--- config.mk ---
export PLATFORM = sky130hd
export DESIGN_NAME = voice_mixer_pwm
export DESIGN_NICKNAME = d
export VERILOG_FILES = /design/src/rtl/voice_mixer_pwm_pkg.sv /design/src/rtl/voice_mixer_pwm_dac.sv /design/src/rtl/voice_mixer_pwm.sv
export SDC_FILE = /design/constraint.sdc
export NUM_CORES = 1
export LEC_CHECK = 0
export CORE_MARGIN = 2
export CORE_UTILIZATION = 40
export CTS_BUF_LIST = sky130_fd_sc_hd__clkbuf_4
export DETAILED_ROUTE_END_ITERATION = 6
export GPL_TIMING_DRIVEN = 0
export HOLD_SLACK_MARGIN = 0.15
export MAX_ROUTING_LAYER = met4
export PLACE_DENSITY = 0.73
export SYNTH_ARGS = -nofsm -noshare
export SYNTH_HDL_FRONTEND = slang
export SYNTH_SLANG_ARGS = --single-unit
--- constraint.sdc ---
create_clock -name clk -period 8.9 [get_ports clk]
set_input_delay 2.67 -clock clk [delete_from_list [all_inputs] [get_ports clk]]
set_output_delay 2.67 -clock clk [all_outputs]
set_load 0.03 [all_outputs]
--- src/rtl/voice_mixer_pwm_pkg.sv ---
// Shared definitions for the voice mixer / PWM DAC slice: FSM state
// encoding, sample midpoint and the dither LFSR constants and step helper.
package voice_mixer_pwm_pkg;

    typedef enum logic [1:0] {
        ST_IDLE  = 2'd0,
        ST_ACCUM = 2'd1,
        ST_SCALE = 2'd2,
        ST_HOLD  = 2'd3
    } mix_state_e;

    localparam int                DEF_SAMPLE_W = 8;
    localparam logic [7:0]        SAMPLE_MID   = 8'h80;

    // Galois LFSR used only when dithering is compiled in.
    localparam logic [15:0]       LFSR_TAPS    = 16'hB400;
    localparam logic [15:0]       LFSR_SEED    = 16'hACE1;

    // One right-shifting Galois step.
    function automatic logic [15:0] lfsr_step(input logic [15:0] s);
        return (s >> 1) ^ (s[0] ? LFSR_TAPS : 16'h0000);
    endfunction

endpackage

--- src/rtl/voice_mixer_pwm_dac.sv ---
// PWM DAC: free-running period counter, double-buffered duty register and a
// registered comparator. A new duty is loaded on the wrap cycle so it takes
// effect exactly at the next count of zero.
module voice_mixer_pwm_dac #(
    parameter int PWM_W = 8
) (
    input  logic             clk,
    input  logic             rst_n,
    input  logic             duty_load,
    input  logic [PWM_W-1:0] duty_in,
    output logic [PWM_W-1:0] pwm_cnt,
    output logic             wrap,
    output logic             pwm_out
);

    localparam logic [PWM_W-1:0] DUTY_MID = {1'b1, {(PWM_W-1){1'b0}}};

    logic [PWM_W-1:0] cnt_q, cnt_d;
    logic [PWM_W-1:0] duty_q, duty_d;
    logic             pwm_q, pwm_d;

    // Next counter/duty values; the comparator looks at the next values so
    // pwm_out lines up with the count it belongs to.
    always_comb begin
        cnt_d  = cnt_q + PWM_W'(1);
        duty_d = duty_load ? duty_in : duty_q;
        pwm_d  = (cnt_d < duty_d);
    end

    // Counter, duty and output registers.
    always_ff @(posedge clk or negedge rst_n) begin
        if (!rst_n) begin
            cnt_q  <= '0;
            duty_q <= DUTY_MID;
            pwm_q  <= 1'b0;
        end else begin
            cnt_q  <= cnt_d;
            duty_q <= duty_d;
            pwm_q  <= pwm_d;
        end
    end

    assign pwm_cnt = cnt_q;
    assign wrap    = (cnt_q == '1);
    assign pwm_out = pwm_q;

endmodule

--- src/rtl/voice_mixer_pwm.sv ---
// Voice mixer with PWM output. Once per PWM period it sums the active voices
// (offset-binary in, signed inside), attenuates, applies volume/8, saturates
// to one sample and hands it to the PWM DAC at the next period boundary.
// Optional build macro: MIXER_DITHER_EN adds LFSR rounding dither before the
// attenuation shift; without it the shift truncates and no LFSR exists.
module voice_mixer_pwm
    import voice_mixer_pwm_pkg::*;
#(
    parameter int NUM_VOICES  = 8,
    parameter int SAMPLE_W    = 8,
    parameter int PWM_W       = 8,
    parameter int ATTEN_SHIFT = 3
) (
    input  logic                           clk,
    input  logic                           rst_n,
    input  logic [NUM_VOICES-1:0]          voice_active,
    input  logic [NUM_VOICES*SAMPLE_W-1:0] voice_sample,
    input  logic [3:0]                     volume,
    output logic [SAMPLE_W-1:0]            mix_out,
    output logic                           sample_strobe,
    output logic                           clip,
    output logic                           pwm_out,
    output logic [1:0]                     dbg_state
);

    localparam int IDX_W  = (NUM_VOICES > 1) ? $clog2(NUM_VOICES) : 1;
    localparam int ACC_W  = SAMPLE_W + $clog2(NUM_VOICES) + 1;
    localparam int PROD_W = ACC_W + 5;

    localparam logic [IDX_W-1:0]         LAST_IDX = IDX_W'(NUM_VOICES - 1);
    localparam logic [SAMPLE_W-1:0]      MIX_MID  = {1'b1, {(SAMPLE_W-1){1'b0}}};
    localparam logic signed [PROD_W-1:0] SAT_MAX  = PROD_W'((1 << (SAMPLE_W-1)) - 1);
    localparam logic signed [PROD_W-1:0] SAT_MIN  = PROD_W'(-(1 << (SAMPLE_W-1)));

    mix_state_e state_q, state_d;

    logic [NUM_VOICES-1:0]     active_q, active_d;
    logic [3:0]                vol_q, vol_d;
    logic signed [ACC_W-1:0]   acc_q, acc_d;
    logic [IDX_W-1:0]          idx_q, idx_d;
    logic [SAMPLE_W-1:0]       mix_q, mix_d;
    logic                      clip_q, clip_d;

    logic [PWM_W-1:0]          pwm_cnt;
    logic                      pwm_wrap;
    logic                      cnt_zero;
    logic                      duty_load;
    logic                      strobe_c;

    logic [SAMPLE_W-1:0]        cur_sample;
    logic signed [SAMPLE_W-1:0] voice_s;
    logic signed [ACC_W-1:0]    term;
    logic signed [ACC_W-1:0]    dither_val;
    logic signed [ACC_W-1:0]    acc_dith;
    logic signed [ACC_W-1:0]    shifted;
    logic signed [PROD_W-1:0]   shifted_ext;
    logic signed [PROD_W-1:0]   vol_ext;
    logic signed [PROD_W-1:0]   prod;
    logic signed [PROD_W-1:0]   scaled;
    logic signed [SAMPLE_W-1:0] sat;
    logic                       sat_hit;

    assign cnt_zero = (pwm_cnt == '0);

    voice_mixer_pwm_dac #(
        .PWM_W (PWM_W)
    ) u_dac (
        .clk       (clk),
        .rst_n     (rst_n),
        .duty_load (duty_load),
        .duty_in   (mix_q),
        .pwm_cnt   (pwm_cnt),
        .wrap      (pwm_wrap),
        .pwm_out   (pwm_out)
    );

`ifdef MIXER_DITHER_EN
    localparam logic [15:0] DITHER_MASK = 16'((1 << ATTEN_SHIFT) - 1);

    logic [15:0] lfsr_q, lfsr_d;

    // The LFSR advances once per mix, on the scale cycle that consumes it.
    always_comb begin
        lfsr_d     = (state_q == ST_SCALE) ? lfsr_step(lfsr_q) : lfsr_q;
        dither_val = ACC_W'(lfsr_q & DITHER_MASK);
    end

    // Dither LFSR register.
    always_ff @(posedge clk or negedge rst_n) begin
        if (!rst_n) lfsr_q <= LFSR_SEED;
        else        lfsr_q <= lfsr_d;
    end
`else
    assign dither_val = '0;
`endif

    // FSM state register.
    always_ff @(posedge clk or negedge rst_n) begin
        if (!rst_n) state_q <= ST_IDLE;
        else        state_q <= state_d;
    end

    // FSM next state: start at the period start, one voice per cycle, one
    // scale cycle, then hold until the period wraps.
    always_comb begin
        state_d = state_q;
        case (state_q)
            ST_IDLE:  if (cnt_zero)            state_d = ST_ACCUM;
            ST_ACCUM: if (idx_q == LAST_IDX)   state_d = ST_SCALE;
            ST_SCALE:                          state_d = ST_HOLD;
            ST_HOLD:  if (pwm_wrap)            state_d = ST_IDLE;
            default:                           state_d = ST_IDLE;
        endcase
    end

    // FSM outputs: strobe during the scale cycle (mix_out updates at its end),
    // duty handoff on the last cycle of the period.
    always_comb begin
        strobe_c  = (state_q == ST_SCALE);
        duty_load = (state_q == ST_HOLD) && pwm_wrap;
        dbg_state = state_q;
    end

    // Mix arithmetic: per-voice signed term and the scale/saturate path.
    always_comb begin
        cur_sample  = voice_sample[idx_q*SAMPLE_W +: SAMPLE_W];
        // Offset binary to two's complement is an MSB flip.
        voice_s     = {~cur_sample[SAMPLE_W-1], cur_sample[SAMPLE_W-2:0]};
        if (active_q[idx_q]) term = {{(ACC_W-SAMPLE_W){voice_s[SAMPLE_W-1]}}, voice_s};
        else                 term = '0;

        acc_dith    = acc_q + dither_val;
        shifted     = acc_dith >>> ATTEN_SHIFT;
        shifted_ext = {{(PROD_W-ACC_W){shifted[ACC_W-1]}}, shifted};
        vol_ext     = {{(PROD_W-4){1'b0}}, vol_q};
        prod        = shifted_ext * vol_ext;
        scaled      = prod >>> 3;

        sat_hit = 1'b0;
        sat     = scaled[SAMPLE_W-1:0];
        if (scaled > SAT_MAX) begin
            sat     = SAT_MAX[SAMPLE_W-1:0];
            sat_hit = 1'b1;
        end else if (scaled < SAT_MIN) begin
            sat     = SAT_MIN[SAMPLE_W-1:0];
            sat_hit = 1'b1;
        end
    end

    // Datapath next values, gated by FSM state.
    always_comb begin
        active_d = active_q;
        vol_d    = vol_q;
        acc_d    = acc_q;
        idx_d    = idx_q;
        mix_d    = mix_q;
        clip_d   = clip_q;
        case (state_q)
            ST_IDLE: begin
                if (cnt_zero) begin
                    active_d = voice_active;
                    vol_d    = volume;
                    acc_d    = '0;
                    idx_d    = '0;
                end
            end
            ST_ACCUM: begin
                acc_d = acc_q + term;
                idx_d = idx_q + IDX_W'(1);
            end
            ST_SCALE: begin
                mix_d  = {~sat[SAMPLE_W-1], sat[SAMPLE_W-2:0]};
                clip_d = sat_hit;
            end
            default: ;
        endcase
    end

    // Datapath registers.
    always_ff @(posedge clk or negedge rst_n) begin
        if (!rst_n) begin
            active_q <= '0;
            vol_q    <= '0;
            acc_q    <= '0;
            idx_q    <= '0;
            mix_q    <= MIX_MID;
            clip_q   <= 1'b0;
        end else begin
            active_q <= active_d;
            vol_q    <= vol_d;
            acc_q    <= acc_d;
            idx_q    <= idx_d;
            mix_q    <= mix_d;
            clip_q   <= clip_d;
        end
    end

    assign mix_out       = mix_q;
    assign clip          = clip_q;
    assign sample_strobe = strobe_c;

endmodule
==> results of run 1 <==
## cell type report
cell class	instances	area (um2)	area share, %
plain buffers	11	46.3	0.789
clock inverters	3	27.5	0.469
clock buffers	5	37.5	0.639
inverters	40	150	2.56
well taps	143	179	3.05
flip-flops and latches	55	1380	23.5
multi-input cells	333	3140	53.4
repair buffers	91	916	15.6
## worst register-to-register path, stage by stage (launching register included)
cell,delay [ns]
dfrtp_1,0.50
and2_1,0.18
ha_1,0.31
fa_1,0.55
inv_1,0.06
fa_1,0.53
inv_1,0.04
ha_1,0.35
a21o_1,0.22
a31o_1,0.24
a221oi_2,0.35
a21oi_1,0.14
xnor2_1,0.20
nand2b_1,0.29
a311o_1,0.39
## synth_stat cells (14+ instances only)
| cell | instances |
|---|---|
| a21oi_1 | 17 |
| and2_1 | 30 |
| dfrtp_1 | 53 |
| fa_1 | 20 |
| ha_1 | 51 |
| inv_1 | 40 |
| mux2_2 | 15 |
| mux2i_1 | 16 |
| mux4_2 | 18 |
| nand2_1 | 28 |
| nor2_1 | 16 |
| o21ai_0 | 14 |
| xnor2_1 | 18 |
## metrics by stage
stage / hold slack (ns) / power, mW / instances / setup slack [ns] / util, %
after global placement: 0.473 / 1.44 / 672 / 3.07 / 50.5
after CTS: 0.522 / 1.60 / 681 / 3.41 / 51.2
after global routing: 0.556 / 1.77 / 681 / 3.22 / 51.2
final: 0.518 / 1.59 / 681 / 3.44 / 51.2
after floorplan: 0.453 / 1.22 / 439 / 3.82 / -
after detailed placement: 0.482 / 1.47 / 673 / 2.96 / 50.6
## kinds of logic after synthesis
logic type               synth area share [%]
buffers and inverters                    4.17
multiplexers                             15.6
AND/OR/NAND/NOR                          11.9
adder cells (fa/ha/maj)                  22.0
XOR/XNOR                                 5.58
AO/OA/AOI/OAI                            11.4
flip-flops                               29.3
## flip-flops by register name (all words and copies together) (netlist names)
signal / flops
acc_q: 12
active_q: 8
clip: 1
dbg_state: 2
idx_q: 3
mix_out: 8
u_dac.duty_q: 8
u_dac.pwm_cnt: 8
u_dac.pwm_out: 1
vol_q: 4
## power by group
group | total, mW | switching [mW] | internal (mW) | leakage [nW]
sequential | 0.362 | 0.0612 | 0.301 | 0.658
combinational | 1.11 | 0.590 | 0.517 | 1.95
clock | 0.123 | 0.0890 | 0.0339 | 0.0337
## per-layer routing
layer / share of wire [%] / vias to the layer above / GRT usage (%)
met3: 3.7 / 11 / 1.89
met5: 0 / - / -
met1: 44 / 1643 / 20.3
met4: 1.7 / 0 / 4.31
li1: - / 1744 / -
met2: 51 / 85 / 30.4
## worst max-delay path by stage
stage | startpoint | endpoint | slack, ns | cells after the start
2_1_floorplan | voice_sample[56] | acc_q[10] | 3.82 | 12
3_3_place_gp | voice_sample[15] | acc_q[11] | 3.07 | 12
3_5_place_dp | voice_sample[15] | acc_q[11] | 2.96 | 12
4_1_cts | voice_sample[15] | acc_q[11] | 3.41 | 12
5_1_grt | voice_sample[7] | acc_q[11] | 3.22 | 12
6_report | voice_sample[15] | acc_q[11] | 3.44 | 12
==> flow_results.xml, run 1 <==
<?xml version="1.0" encoding="UTF-8"?>
<metrics>
  <group name="run_status">
    <metric name="status" unit="">complete, no violations</metric>
  </group>
  <group name="die">
    <metric name="row_count" unit="">39</metric>
    <metric name="pin_count" unit="">91</metric>
    <metric name="design.core.area" unit="um2">11500</metric>
    <metric name="starting_density_of_the_core" unit="%">41.1</metric>
    <metric name="fp.dieArea" unit="um2">12700</metric>
    <metric name="dieHeight" unit="um">113</metric>
    <metric name="die_w" unit="um">113</metric>
  </group>
  <group name="detailed_routing">
    <metric name="drt_pre_antenna_iters" unit="">4</metric>
    <metric name="via_per_inst" unit="">5.11</metric>
    <metric name="via_count" unit="">3483</metric>
    <metric name="drt.antenna.violating_nets" unit="">0</metric>
    <metric name="detail_routed_net_length_per_standard_cell" unit="um">14.4</metric>
    <metric name="drt_wl_total" unit="um">9830</metric>
    <metric name="initialDrtViolationCount" unit="">104</metric>
    <metric name="remaining_drc_errors" unit="">0</metric>
  </group>
  <group name="layout">
    <metric name="fill_cells" unit="">1004</metric>
    <metric name="mostFrequentLayoutCells" unit="">clkdlybuf4s50_1, dfrtp_1, ha_1, inv_1, and2_1</metric>
    <metric name="drive_above_1_share" unit="%">9.67</metric>
    <metric name="antennaDiodeCount" unit="">0</metric>
    <metric name="design_area_final" unit="um2">5870</metric>
    <metric name="layout.nets" unit="">686</metric>
    <metric name="layout-area-overhead-vs-synth" unit="%">24.6</metric>
    <metric name="layout.cells.most_common" unit="">clkdlybuf4s50_1</metric>
  </group>
  <group name="synth">
    <metric name="post_synth.cell_area_avg" unit="um2">10.7</metric>
    <metric name="postSynthCellCount" unit="">439</metric>
    <metric name="synth.distinct_cells" unit="">47</metric>
    <metric name="synthTopCellsByArea" unit="">dfrtp_1, ha_1, mux4_2</metric>
    <metric name="synth.ff_latch_count" unit="">55</metric>
    <metric name="synth_seq_area_share" unit="%">29.3</metric>
    <metric name="synth_enable_flop_cells" unit="">0</metric>
    <metric name="synth_area" unit="um2">4710</metric>
    <metric name="fraction_of_synthesis_flops_using_an_asynchronous_set_or_reset_pin" unit="%">100</metric>
    <metric name="synth_nets" unit="">588</metric>
    <metric name="yosys.area.top_type" unit="">dfrtp_1</metric>
    <metric name="ys.warnings.count" unit="">0</metric>
    <metric name="synth-main-ff-cell" unit="">dfrtp_1</metric>
    <metric name="post-synth-top-area-fraction" unit="%">28.2</metric>
  </group>
  <group name="worst_setup_path">
    <metric name="reg2reg_path_depth" unit="">14</metric>
    <metric name="crit_path_max_fanout" unit="">5</metric>
    <metric name="cp_slowest_cell" unit="">a211oi_2</metric>
    <metric name="end_kind" unit="">flop</metric>
    <metric name="cp_required" unit="ns">9.20</metric>
    <metric name="crit_path_cell_trace" unit="">clkdlybuf4s50_1 -&gt; mux4_2 -&gt; nor2b_1 -&gt; a211oi_2 -&gt; ha_1 -&gt; a21oi_1 -&gt; nor2b_1 -&gt; a211oi_1 -&gt; a21oi_1 -&gt; xnor2_1 -&gt; a21oi_1 -&gt; o22ai_1</metric>
    <metric name="critPathKind" unit="">input port to flop</metric>
    <metric name="worst-path-buf-inv" unit="">1</metric>
    <metric name="timing.critical_path.mode_cell" unit="">a21oi_1</metric>
    <metric name="worst_path_dominant_cell_family" unit="">compound AO/OA/AOI/OAI gates</metric>
    <metric name="reg2reg_to" unit="">mix_out[0]</metric>
    <metric name="timing.rr.start" unit="">vol_q[2]</metric>
    <metric name="crit_path_max_incr_delay" unit="ns">0.52</metric>
    <metric name="r2r_slack" unit="ns">4.46</metric>
    <metric name="worstPathArrival" unit="ns">5.76</metric>
    <metric name="critical_path.startpoint_type" unit="">input port</metric>
  </group>
  <group name="grt">
    <metric name="grt.overflow.total" unit="">0</metric>
    <metric name="grt_antenna_before_repair" unit="">0</metric>
    <metric name="grt_pass1_vias" unit="">3832</metric>
    <metric name="grt_pass1_wl" unit="um">17300</metric>
    <metric name="grt_util_all_layers" unit="%">16.9</metric>
    <metric name="grt_start_max_net_pins" unit="">39</metric>
  </group>
  <group name="clocking">
    <metric name="cts_made_buffers" unit="">5</metric>
    <metric name="postCtsResizedCells" unit="">0</metric>
    <metric name="cts.htree.levels" unit="">2</metric>
    <metric name="cts.sink_count" unit="">55</metric>
    <metric name="cts.root.buffer_cell" unit="">clkbuf_4</metric>
    <metric name="cts.reportedPaths.clkPinSlew" unit="ns">0.18</metric>
    <metric name="cts.repair_timing.setup_buffer_count" unit="">0</metric>
    <metric name="clock_latency" unit="ns">0.39</metric>
    <metric name="cts_tree" unit="">built</metric>
    <metric name="cts_hold_buf" unit="">0</metric>
    <metric name="clock_tree.buffer_depth" unit="">2</metric>
  </group>
  <group name="pwr">
    <metric name="pwr_density_cell" unit="nW/um2">271</metric>
    <metric name="vdd_drop_max" unit="mV">0.199</metric>
    <metric name="p_leak" unit="nW">2.64</metric>
  </group>
  <group name="timing">
    <metric name="finalHoldViolations" unit="">0</metric>
    <metric name="setup_viol" unit="">0</metric>
    <metric name="rsz0062_at_grt" unit="">no</metric>
    <metric name="achievable-frequency" unit="GHz">0.183</metric>
    <metric name="fin_crit" unit="ns">5.46</metric>
    <metric name="final.setup_skew" unit="ns">0.00856</metric>
    <metric name="worst-slew-pin-transition" unit="ns">0.719</metric>
    <metric name="timing.max_slew.rel_slack" unit="%">50.7</metric>
    <metric name="max_transition_viols_final" unit="">0</metric>
    <metric name="setup_tns" unit="ns">0</metric>
    <metric name="period_share" unit="%">61.3</metric>
  </group>
  <group name="min_path">
    <metric name="hold_path_end" unit="">u_dac.duty_q[1]</metric>
    <metric name="worst_hold_path.num_cells" unit="">2</metric>
    <metric name="worstHoldStart" unit="">u_dac.duty_q[1]</metric>
    <metric name="worst_hold_path_type" unit="">flop to flop</metric>
  </group>
  <group name="place">
    <metric name="detailed_place.area" unit="um2">5810</metric>
    <metric name="routabilityCongestion" unit="">0.892</metric>
    <metric name="dpl.hpwl" unit="um">8360</metric>
    <metric name="io_buffer_count" unit="">90</metric>
  </group>
  <group name="flow_run">
    <metric name="cap_violations" unit="">0</metric>
  </group>
</metrics>
(Power assumes the default switching activity.)
==> inputs of run 2 (changes only) <==
--- a/config.mk
+++ b/config.mk
@@ -12,7 +12,7 @@
 export GPL_TIMING_DRIVEN = 0
 export HOLD_SLACK_MARGIN = 0.15
 export MAX_ROUTING_LAYER = met4
-export PLACE_DENSITY = 0.73
+export PLACE_DENSITY = 0.76
 export SYNTH_ARGS = -nofsm -noshare
 export SYNTH_HDL_FRONTEND = slang
 export SYNTH_SLANG_ARGS = --single-unit
==> constraint.sdc (replaced) <==
create_clock -name clk -period 4.5 [get_ports clk]
set_input_delay 1.35 -clock clk [delete_from_list [all_inputs] [get_ports clk]]
set_output_delay 1.35 -clock clk [all_outputs]
set_load 0.03 [all_outputs]
==> flow_results.xml, run 2 (synthesis results as in run 1) <==
<?xml version="1.0" encoding="UTF-8"?>
<metrics>
  <group name="run_status">
    <metric name="status" unit="">complete, no violations</metric>
  </group>
  <group name="die">
    <metric name="row_count" unit="">39</metric>
    <metric name="design.core.area" unit="um2">11500</metric>
    <metric name="fp.dieArea" unit="um2">12700</metric>
    <metric name="die_w" unit="um">113</metric>
    <metric name="pin_count" unit="">91</metric>
    <metric name="starting_density_of_the_core" unit="%">41.1</metric>
    <metric name="dieHeight" unit="um">113</metric>
  </group>
  <group name="timing">
    <metric name="achievable-frequency" unit="GHz">0.229</metric>
    <metric name="setup_ws_final" unit="ns">0.126</metric>
    <metric name="setup_tns" unit="ns">0</metric>
    <metric name="final.setup_skew" unit="ns">0.00684</metric>
    <metric name="worst-slew-pin-transition" unit="ns">0.732</metric>
    <metric name="setup_viol" unit="">0</metric>
    <metric name="fin_crit" unit="ns">4.37</metric>
    <metric name="max_transition_viols_final" unit="">0</metric>
    <metric name="period_share" unit="%">97.2</metric>
    <metric name="finalHoldViolations" unit="">0</metric>
    <metric name="timing.max_slew.rel_slack" unit="%">49.8</metric>
  </group>
  <group name="place">
    <metric name="detailed_place.area" unit="um2">5810</metric>
    <metric name="routabilityCongestion" unit="">0.873</metric>
    <metric name="dpl.hpwl" unit="um">8400</metric>
    <metric name="io_buffer_count" unit="">90</metric>
    <metric name="preCtsSetupSlack" unit="ns">-0.0830</metric>
  </group>
  <group name="clocking">
    <metric name="cts.root.buffer_cell" unit="">clkbuf_4</metric>
    <metric name="postCtsResizedCells" unit="">0</metric>
    <metric name="cts_hold_buf" unit="">0</metric>
    <metric name="cts_tree" unit="">built</metric>
    <metric name="clock_latency" unit="ns">0.39</metric>
    <metric name="cts.repair_timing.setup_buffer_count" unit="">0</metric>
    <metric name="clock_tree.buffer_depth" unit="">2</metric>
    <metric name="cts.htree.levels" unit="">2</metric>
    <metric name="cts_made_buffers" unit="">5</metric>
    <metric name="cts.reportedPaths.clkPinSlew" unit="ns">0.17</metric>
    <metric name="cts.sink_count" unit="">55</metric>
  </group>
  <group name="layout">
    <metric name="largest_register_ffs" unit="">12</metric>
    <metric name="regMostFlops" unit="">acc_q</metric>
    <metric name="fin_util" unit="%">51.4</metric>
    <metric name="antennaDiodeCount" unit="">0</metric>
    <metric name="design_area_final" unit="um2">5900</metric>
    <metric name="fill_cells" unit="">998</metric>
    <metric name="layout.nets" unit="">686</metric>
    <metric name="layout.cells.most_common" unit="">clkdlybuf4s50_1</metric>
    <metric name="drive_above_1_share" unit="%">10.6</metric>
    <metric name="mostFrequentLayoutCells" unit="">clkdlybuf4s50_1, ha_1, dfrtp_1, inv_1, and2_1</metric>
    <metric name="layout-area-overhead-vs-synth" unit="%">25.2</metric>
  </group>
  <group name="pwr">
    <metric name="pwr-share-comb" unit="%">70.0</metric>
    <metric name="net-switching-power" unit="mW">1.49</metric>
    <metric name="vdd_drop_max" unit="mV">0.332</metric>
    <metric name="p_leak" unit="nW">2.65</metric>
    <metric name="pwr_density_cell" unit="nW/um2">542</metric>
    <metric name="power_frac_clock" unit="%">7.6</metric>
    <metric name="total_power" unit="mW">3.20</metric>
    <metric name="power_switching_share" unit="%">46.6</metric>
    <metric name="power.internal" unit="mW">1.71</metric>
    <metric name="pwr-share-seq" unit="%">22.4</metric>
  </group>
  <group name="detailed_routing">
    <metric name="initialDrtViolationCount" unit="">151</metric>
    <metric name="via_count" unit="">3540</metric>
    <metric name="remaining_drc_errors" unit="">0</metric>
    <metric name="detail_routed_net_length_per_standard_cell" unit="um">14.4</metric>
    <metric name="drt_wl_total" unit="um">9800</metric>
    <metric name="via_per_inst" unit="">5.20</metric>
    <metric name="drt.antenna.violating_nets" unit="">0</metric>
    <metric name="drt_pre_antenna_iters" unit="">7</metric>
  </group>
  <group name="worst_setup_path">
    <metric name="worst-path-buf-inv" unit="">2</metric>
    <metric name="worst_path_dominant_cell_family" unit="">adder cells</metric>
    <metric name="critical_path_cell_count" unit="">14</metric>
    <metric name="worstSetupStartpoint" unit="">acc_q[6]</metric>
    <metric name="reg2reg_to" unit="">mix_out[0]</metric>
    <metric name="crit_path_max_incr_delay" unit="ns">0.53</metric>
    <metric name="cp_slowest_cell" unit="">fa_1</metric>
    <metric name="cp_required" unit="ns">4.80</metric>
    <metric name="cp-endpoint" unit="">mix_out[0]</metric>
    <metric name="critPathKind" unit="">flop to flop</metric>
    <metric name="worstPathArrival" unit="ns">4.67</metric>
    <metric name="critical_path.startpoint_type" unit="">flop</metric>
    <metric name="crit_path_cell_trace" unit="">and2_1 -&gt; ha_1 -&gt; fa_1 -&gt; inv_1 -&gt; fa_1 -&gt; inv_1 -&gt; ha_1 -&gt; a21o_1 -&gt; a31o_1 -&gt; a221oi_4 -&gt; a21oi_1 -&gt; xnor2_1 -&gt; nand2b_2 -&gt; a311o_1</metric>
    <metric name="crit_path_max_fanout" unit="">7</metric>
    <metric name="reg2reg_path_depth" unit="">14</metric>
    <metric name="r2r_slack" unit="ns">0.13</metric>
    <metric name="timing.rr.start" unit="">acc_q[6]</metric>
    <metric name="end_kind" unit="">flop</metric>
  </group>
  <group name="min_path">
    <metric name="worst_hold_path_type" unit="">flop to flop</metric>
  </group>
  <group name="grt">
    <metric name="grt.overflow.total" unit="">0</metric>
    <metric name="grt_antenna_before_repair" unit="">0</metric>
    <metric name="grt_util_all_layers" unit="%">16.6</metric>
    <metric name="grt_pass1_vias" unit="">3790</metric>
    <metric name="grt_pass1_wl" unit="um">16900</metric>
    <metric name="grt_start_max_net_pins" unit="">42</metric>
  </group>
  <group name="flow_run">
    <metric name="cap_violations" unit="">0</metric>
  </group>
</metrics>
-- run 2: changes by cell type in the layout (fill, tap and decap cells not counted), sizes merged --
cell,change
clkinv,+2
buf,-1
clkbuf,+1
clkinvlp,-1
inv,-1
-- run 2: per-stage QoR --
stage	cells	hold WS [ns]
floorplan	439	0.453
global placement	672	0.478
detailed placement	673	0.488
CTS	681	0.525
global route	681	0.552
finish	681	0.521
-- run 2: cell type report --
class | instances | area [um2] | share of cell area (%)
buffer | 11 | 47.5 | 0.806
multi-input combinational | 333 | 3160 | 53.5
inverter | 40 | 150 | 2.55
sequential | 55 | 1380 | 23.4
tap | 143 | 179 | 3.03
clock inverter | 3 | 28.8 | 0.488
clock buffer | 5 | 37.5 | 0.637
timing repair buffer | 91 | 916 | 15.5
-- run 2: power by group through the flow --
stage / clock network [mW] / logic, mW / registers (mW)
finish: 0.243 / 2.24 / 0.715
global route: 0.267 / 2.52 / 0.738
CTS: 0.248 / 2.20 / 0.717
detailed placement: 0 / 2.19 / 0.726
global placement: 0 / 2.12 / 0.718
floorplan: 0 / 1.66 / 0.761
-- run 2: worst min path at each step --
stage                                  to            start  cells after the start
after global placement    u_dac.duty_q[1]  u_dac.duty_q[1]                      2
after global routing          active_q[6]      active_q[6]                      1
after detailed placement  u_dac.duty_q[2]  u_dac.duty_q[2]                      2
after floorplan           u_dac.duty_q[1]  u_dac.duty_q[1]                      2
final                     u_dac.duty_q[0]  u_dac.duty_q[0]                      1
after CTS                 u_dac.duty_q[2]  u_dac.duty_q[2]                      2
-- run 2: per-layer routing --
metal,GRT usage (%),share of wire (%),wire [um],vias up
met2,30.8,52,5120,99
met5,-,0,0,-
met1,19.0,42,4080,1691
li1,-,-,-,1741
met4,3.74,1.2,117,0
met3,2.27,4.9,476,9
-- run 2: worst reg2reg max path: stages (launching register included) --
cell and delay (ns):
dfrtp_1 0.49, and2_1 0.19, ha_1 0.29, fa_1 0.54, inv_1 0.05, fa_1 0.53
inv_1 0.04, ha_1 0.35, a21o_1 0.23, a31o_1 0.26, a221oi_4 0.32, a21oi_1 0.14
xnor2_1 0.20, nand2b_2 0.27, a311o_1 0.37
